===== src/rtl/gpu_pkg.sv =====
// rtl/gpu_pkg.sv - shared miniGPU core-state constants and fetcher state encoding
package gpu_pkg;

  localparam logic [2:0] CORE_FETCH  = 3'b001;
  localparam logic [2:0] CORE_DECODE = 3'b010;

  typedef enum logic [2:0] {
    IDLE     = 3'b000,
    FETCHING = 3'b001,
    FETCHED  = 3'b010
  } fetcher_state_e;

endpackage


===== src/rtl/fetch_icache.sv =====
// rtl/fetch_icache.sv - direct-mapped instruction cache: combinational lookup, single-line fill, global flush
module fetch_icache #(
  parameter int ADDR_BITS   = 8,
  parameter int INSTR_BITS  = 16,
  parameter int CACHE_LINES = 8
) (
  input  logic                  clk,
  input  logic                  reset,
  input  logic [ADDR_BITS-1:0]  lookup_addr,
  output logic                  hit,
  output logic [INSTR_BITS-1:0] hit_data,
  input  logic                  fill_en,
  input  logic [ADDR_BITS-1:0]  fill_addr,
  input  logic [INSTR_BITS-1:0] fill_data,
  input  logic                  flush
);

  localparam int INDEX_BITS = $clog2(CACHE_LINES);
  localparam int TAG_BITS   = ADDR_BITS - INDEX_BITS;

  logic [CACHE_LINES-1:0] valid_q;
  logic [TAG_BITS-1:0]    tag_q  [CACHE_LINES];
  logic [INSTR_BITS-1:0]  data_q [CACHE_LINES];

  logic [INDEX_BITS-1:0] lookup_idx;
  logic [TAG_BITS-1:0]   lookup_tag;
  logic [INDEX_BITS-1:0] fill_idx;

  assign lookup_idx = lookup_addr[INDEX_BITS-1:0];
  assign lookup_tag = lookup_addr[ADDR_BITS-1:INDEX_BITS];
  assign fill_idx   = fill_addr[INDEX_BITS-1:0];

  // A pending flush already invalidates everything, so a same-cycle lookup must miss.
  assign hit      = valid_q[lookup_idx] && (tag_q[lookup_idx] == lookup_tag) && !flush;
  assign hit_data = data_q[lookup_idx];

  always_ff @(posedge clk) begin
    if (reset || flush) begin
      valid_q <= '0;
    end else if (fill_en) begin
      valid_q[fill_idx] <= 1'b1;
    end
  end

  // Tag/data need no reset; the valid bit alone qualifies them.
  always_ff @(posedge clk) begin
    if (fill_en) begin
      tag_q[fill_idx]  <= fill_addr[ADDR_BITS-1:INDEX_BITS];
      data_q[fill_idx] <= fill_data;
    end
  end

endmodule


===== src/rtl/instr_fetcher.sv =====
// rtl/instr_fetcher.sv - instruction fetcher for the miniGPU core; optional cache under INSTR_FETCHER_CACHE_EN
module instr_fetcher
  import gpu_pkg::*;
#(
  parameter int ADDR_BITS   = 8,
  parameter int INSTR_BITS  = 16,
  parameter int CACHE_LINES = 8
) (
  input  logic                  clk,
  input  logic                  reset,
  input  logic [2:0]            core_state,
  input  logic [ADDR_BITS-1:0]  current_pc,
  input  logic                  cache_flush,
  output logic                  mem_read_valid,
  output logic [ADDR_BITS-1:0]  mem_read_address,
  input  logic                  mem_read_ready,
  input  logic [INSTR_BITS-1:0] mem_read_data,
  output logic [2:0]            fetcher_state,
  output logic [INSTR_BITS-1:0] instruction
);

  fetcher_state_e        state_q, state_d;
  logic                  valid_d;
  logic [ADDR_BITS-1:0]  addr_d;
  logic [INSTR_BITS-1:0] instr_d;
  logic                  fill_en;
  logic                  cache_hit;
  logic [INSTR_BITS-1:0] cache_hit_data;

`ifdef INSTR_FETCHER_CACHE_EN
  fetch_icache #(
    .ADDR_BITS   (ADDR_BITS),
    .INSTR_BITS  (INSTR_BITS),
    .CACHE_LINES (CACHE_LINES)
  ) u_icache (
    .clk         (clk),
    .reset       (reset),
    .lookup_addr (current_pc),
    .hit         (cache_hit),
    .hit_data    (cache_hit_data),
    .fill_en     (fill_en),
    .fill_addr   (mem_read_address),
    .fill_data   (mem_read_data),
    .flush       (cache_flush)
  );
`else
  logic unused_cache_sigs;
  assign unused_cache_sigs = cache_flush ^ fill_en;
  assign cache_hit         = 1'b0;
  assign cache_hit_data    = '0;
`endif

  assign fetcher_state = state_q;

  always_ff @(posedge clk) begin
    if (reset) begin
      state_q          <= IDLE;
      mem_read_valid   <= 1'b0;
      mem_read_address <= '0;
      instruction      <= '0;
    end else begin
      state_q          <= state_d;
      mem_read_valid   <= valid_d;
      mem_read_address <= addr_d;
      instruction      <= instr_d;
    end
  end

  always_comb begin
    state_d = state_q;
    valid_d = mem_read_valid;
    addr_d  = mem_read_address;
    instr_d = instruction;
    fill_en = 1'b0;
    case (state_q)
      IDLE: begin
        if (core_state == CORE_FETCH) begin
          if (cache_hit) begin
            instr_d = cache_hit_data;
            state_d = FETCHED;
          end else begin
            addr_d  = current_pc;
            valid_d = 1'b1;
            state_d = FETCHING;
          end
        end
      end
      // core_state is deliberately ignored until memory answers.
      FETCHING: begin
        if (mem_read_ready) begin
          instr_d = mem_read_data;
          valid_d = 1'b0;
          fill_en = 1'b1;
          state_d = FETCHED;
        end
      end
      FETCHED: begin
        if (core_state == CORE_DECODE) begin
          state_d = IDLE;
        end
      end
      default: begin
        valid_d = 1'b0;
        state_d = IDLE;
      end
    endcase
  end

endmodule


===== config.mk =====
export PLATFORM = sky130hd
export DESIGN_NAME = instr_fetcher
export DESIGN_NICKNAME = d
export VERILOG_FILES = /design/src/rtl/gpu_pkg.sv /design/src/rtl/fetch_icache.sv /design/src/rtl/instr_fetcher.sv
export SDC_FILE = /design/constraint.sdc
export NUM_CORES = 1
export LEC_CHECK = 0
export CAP_MARGIN = 10
export CORE_MARGIN = 10
export CORE_UTILIZATION = 40
export CTS_CLUSTER_SIZE = 25
export DETAILED_ROUTE_END_ITERATION = 16
export PLACE_DENSITY_LB_ADDON = 0.05
export SYNTH_ARGS = -nofsm -noshare
export SYNTH_HDL_FRONTEND = slang
export SYNTH_SLANG_ARGS = --single-unit

===== constraint.sdc =====
create_clock -name clk -period 2.95 [get_ports clk]
set_input_delay 0.4425 -clock clk [delete_from_list [all_inputs] [get_ports clk]]
set_output_delay 0.4425 -clock clk [all_outputs]
set_load 0.05 [all_outputs]

After elaboration in Yosys (flattened, before gate mapping)
Cells that the tools add are included.
{"block": "op_classes", "eq_ne": 7, "n_mux": 7, "bitwise": 1, "n_reduce_logical": 5}
{"op": "$mux 3", "n": 3}
{"op": "$pmux 3 s3", "n": 1}
{"op": "$eq 3x1->1 const B", "n": 2}
{"op": "$eq 3x2->1 const B", "n": 2}
{"op": "$ne 2x2->1 const B", "n": 3}
{"op": "$reduce_and 3->1", "n": 2}
{"op": "$reduce_and 2->1", "n": 2}
{"op": "$logic_not 3->1", "n": 1}
{"op": "$pmux 1 s3", "n": 1}
{"op": "$mux 1", "n": 2}
{"op": "$not 1->1", "n": 1}
{"block": "totals", "regBits": 28, "in_bits": 31, "output_inout_bits": 28, "wordCells": 24}

Longest topological paths before layout
{"block": "logic_depth", "ltp_word": 3, "ltp_mapped": 5, "mapped_depth_nobuf": 3}

Worst setup path after synthesis
No wires, ideal clock.
{"block": "synth_timing", "path_type": "register -> register", "start": "register state_q[1], in the netlist fetcher_state[1]", "end": "register state_q[1], in the netlist fetcher_state[1]", "setup_ns": 0.128, "t_arrival_ns": 1.468, "t_required_ns": 2.822, "setup_slack_ns": 1.354, "stages_incl_launch_ff": 6, "path_buffers": 2, "synth_period_minus_slack_ns": 1.596, "path_cell_list": "dfxtp_1 -> and3b_2 -> buf_2 -> buf_4 -> a31oi_1 -> nor2_1"}
{"block": "synth_between", "elab_chain_cells": 3, "word_cells_on_any_way": 8, "cone_classes": "eq/ne: 5; mux: 1; reduce/logical: 2"}
{"item": "from (decl)", "line_no": "instr_fetcher.sv:22", "rtl": "fetcher_state_e state_q, state_d;"}
{"item": "from (signal assigned)", "line_no": "instr_fetcher.sv:62", "rtl": "state_q <= state_d;"}
{"item": "$eq 3x2->1 (tied with other cells)", "line_no": "instr_fetcher.sv:75", "rtl": "case (state_q)"}
{"item": "$ne 2x2->1 (no line)"}
{"item": "$reduce_and 3->1 (no line)"}
Several ways; a longest one is shown, not always the timed one.
A chain may end at the register's enable or synchronous reset.

Worst setup path after layout
{"block": "layout_timing", "start": "register state_q[1], in the netlist fetcher_state[1]", "end": "output port fetcher_state[1]"}
{"item": "to (decl)", "line_no": "instr_fetcher.sv:18", "rtl": "output logic [2:0] fetcher_state,"}
No word-level cell between the ends.

==> impl_metrics.env <==
export IMPL_run_status="finished, final reports clean"
export IMPL_antenna_left=0
export IMPL_cpMaxStageDelayCell="clkdlybuf4s50_1"
export IMPL_synth_distinct_cells=19
export IMPL_worst_slew_pin_slew_ns=0.6917
export IMPL_setup_viol_count_final=0
export IMPL_path_cells="clkdlybuf4s50_1"
export IMPL_path_max_fanout=8
export IMPL_cts_max_level=1
export IMPL_antennaDiodeCount=0
export IMPL_post_cts_resized=0
export IMPL_hold_viol=0
export IMPL_boundaryPins=59
export IMPL_grt_usage=0.1113
export IMPL_cp_slowest_stage_delay_ns=0.87
export IMPL_cts_sink_count=27
export IMPL_cp_start_kind="flip-flop"
export IMPL_crit_buf_inv=1
export IMPL_placeableCoreArea_um2=2500
export IMPL_peakVddDrop_mv=0.2344
export IMPL_critPathKind="flip-flop to output pin"
export IMPL_row_count=18
export IMPL_yosys_top_cells_area="dfxtp_1, nand2_1, nand2b_1, a21oi_1, mux2i_1"
export IMPL_yosysSeqAreaShare=0.5082
export IMPL_rsz0062_at_grt="no"
export IMPL_syn_avg_cell_area_um2=8.789
export IMPL_grt_pass1_wl_um=4740
export IMPL_slew_headroom=0.5354
export IMPL_slew_viol_final=0
export IMPL_worstHoldPathType="flip-flop to flip-flop"
export IMPL_drv_cap=0
export IMPL_clock_skew_final_ns=0.002632
export IMPL_wl_per_cell_um=14.29
export IMPL_hold_buffers=0
export IMPL_syn_area_um2=1064
export IMPL_vias_per_cell=4.741
export IMPL_drtIter0Drc=42
export IMPL_synth_cells=121
export IMPL_fin_crit_ns=2.135
export IMPL_vias=972
export IMPL_synth_warnings=0
export IMPL_num_nets_final=207
export IMPL_cp_end_kind="output pin"
export IMPL_io_buffers=56
export IMPL_gp_congestion=0.7019
export IMPL_wirelength_um=2930
export IMPL_drtPass1Iterations=2
export IMPL_die_h_um=71.57
export IMPL_fin_total_pwr_mw=0.6576
export IMPL_clk_latency_ns=0.31
export IMPL_fmax_mhz=468.3
export IMPL_required_ns=2.51
export IMPL_crit_arrival_ns=1.69
export IMPL_drc=0
export IMPL_cp_top_family="buffers and inverters"
export IMPL_post_route_period_util=0.7239
export IMPL_cts_setup_buffers=0
export IMPL_gr_total_overflow=0
export IMPL_grt_pass1_vias=1022
export IMPL_start_util=0.4254
export IMPL_cts_buffers=3
export IMPL_p_per_area_nw_per_um2=396.4
export IMPL_antenna_found_initial=0
export IMPL_setup_tns_ns=0
export IMPL_clk_pin_slew_worst_paths_ns=0.14
export IMPL_synth_seq_cells=27
export IMPL_synth_nets=152
export IMPL_power_leakage_nw=0.5585
export IMPL_die_area_um2=5122
export IMPL_fill_cells=220
export IMPL_chipWidth_um=71.57
export IMPL_cts_tree="done"
export IMPL_area_growth_pct=56.00
export IMPL_synth_top_area_frac=0.5082
export IMPL_grt_max_degree=19
export IMPL_synth_largest_area_cell="dfxtp_1"
export IMPL_drive_gt1_frac=0.04000
export IMPL_root_buffer="clkbuf_4"
export IMPL_clockBufferDepth=2
export IMPL_hpwl_um=2315
[state kept, by name, indices dropped and copies added (netlist names)]
signal	flops
mem_read_valid	1
fetcher_state	2
mem_read_address	8
instruction	16
[per-stage QoR]
step           cells  cell area (um^2)  hold WS (ns)  utilization  worst slack (ns)
3_5_place_dp     201              1633        0.4464       0.6532             1.009
6_report         205              1659        0.4656       0.6637            0.8146
4_1_cts          205              1659        0.4652       0.6637            0.7849
3_3_place_gp     201              1633        0.4410       0.6532             1.025
5_1_grt          205              1659        0.4776       0.6637            0.7172
2_1_floorplan    121              1064        0.5785            -             1.354
[tightest hold or removal path: cells and delay by family, from the launching register on]
kind | cells | cell delay, ns
simple gates | 1 | 0.05
flops | 1 | 0.33
compound gates | 1 | 0.05
[Yosys cell counts]
cell / count
buf_4: 2
conb_1: 1
buf_2: 2
a31oi_1: 1
o21ai_0: 1
nand3b_1: 1
nor4_4: 1
or4_1: 1
nand2_1: 33
and3b_2: 1
nand2b_1: 18
a21oi_1: 17
clkbuf_1: 3
dfxtp_1: 27
inv_1: 1
or3b_2: 1
nor2_1: 1
a211oi_1: 1
mux2i_1: 8
[kinds of logic (layout without fill, tap and decap cells)]
logic type,Yosys count,after routing,share of synthesized area
and+or+nand+nor,57,57,0.2777
DFF,27,27,0.5082
AOI/OAI and AO/OA,20,20,0.09765
muxes,8,8,0.07530
buffers and inverters,8,62,0.03764
other,1,1,0.003526
[power by group]
group	leakage [nW]	switching (mW)	internal, mW
Clock	0.0150	0.100	0.0528
Combinational	0.325	0.0627	0.0621
Sequential	0.219	0.00600	0.374
Total	0.558	0.169	0.489
[area by class of cell]
cell class              count  area [um^2]  share of cell area
clock buffers               4        26.28             0.01584
well taps                  30        37.54             0.02262
inverters                   1        3.754            0.002262
multi-input cells          86        483.0              0.2911
repair buffers             57        568.0              0.3424
flip-flops and latches     27        540.5              0.3258
[cell usage in the layout, fill, tap and decap left out, drive strengths merged]
master,n
nand2b,18
nor4,1
conb,1
a21oi,17
mux2i,8
inv,1
a31oi,1
and3b,1
or4,1
buf,1
nand2,33
or3b,1
a211oi,1
nand3b,1
o21ai,1
dfxtp,27
nor2,1
clkbuf,4
clkdlybuf4s50,56
[metal layers]
metal / wire length (um) / track usage / vias to the layer above
li1: - / - / 500
met1: 1208 / 0.1280 / 435
met2: 1415 / 0.1794 / 35
met3: 292 / 0.05234 / 2
met4: 13 / 0.03226 / 0
met5: 0 / 0 / -
[worst paths after layout]
kind,startpoint,slack [ns],depth (start not counted),end
max,fetcher_state[1],0.81,1,fetcher_state[1]
min,instruction[0],0.47,2,instruction[0]
max reg2reg,fetcher_state[0],1.53,3,instruction[13]
min reg2reg,instruction[0],0.47,2,instruction[0]
(Power assumes the default switching activity.)
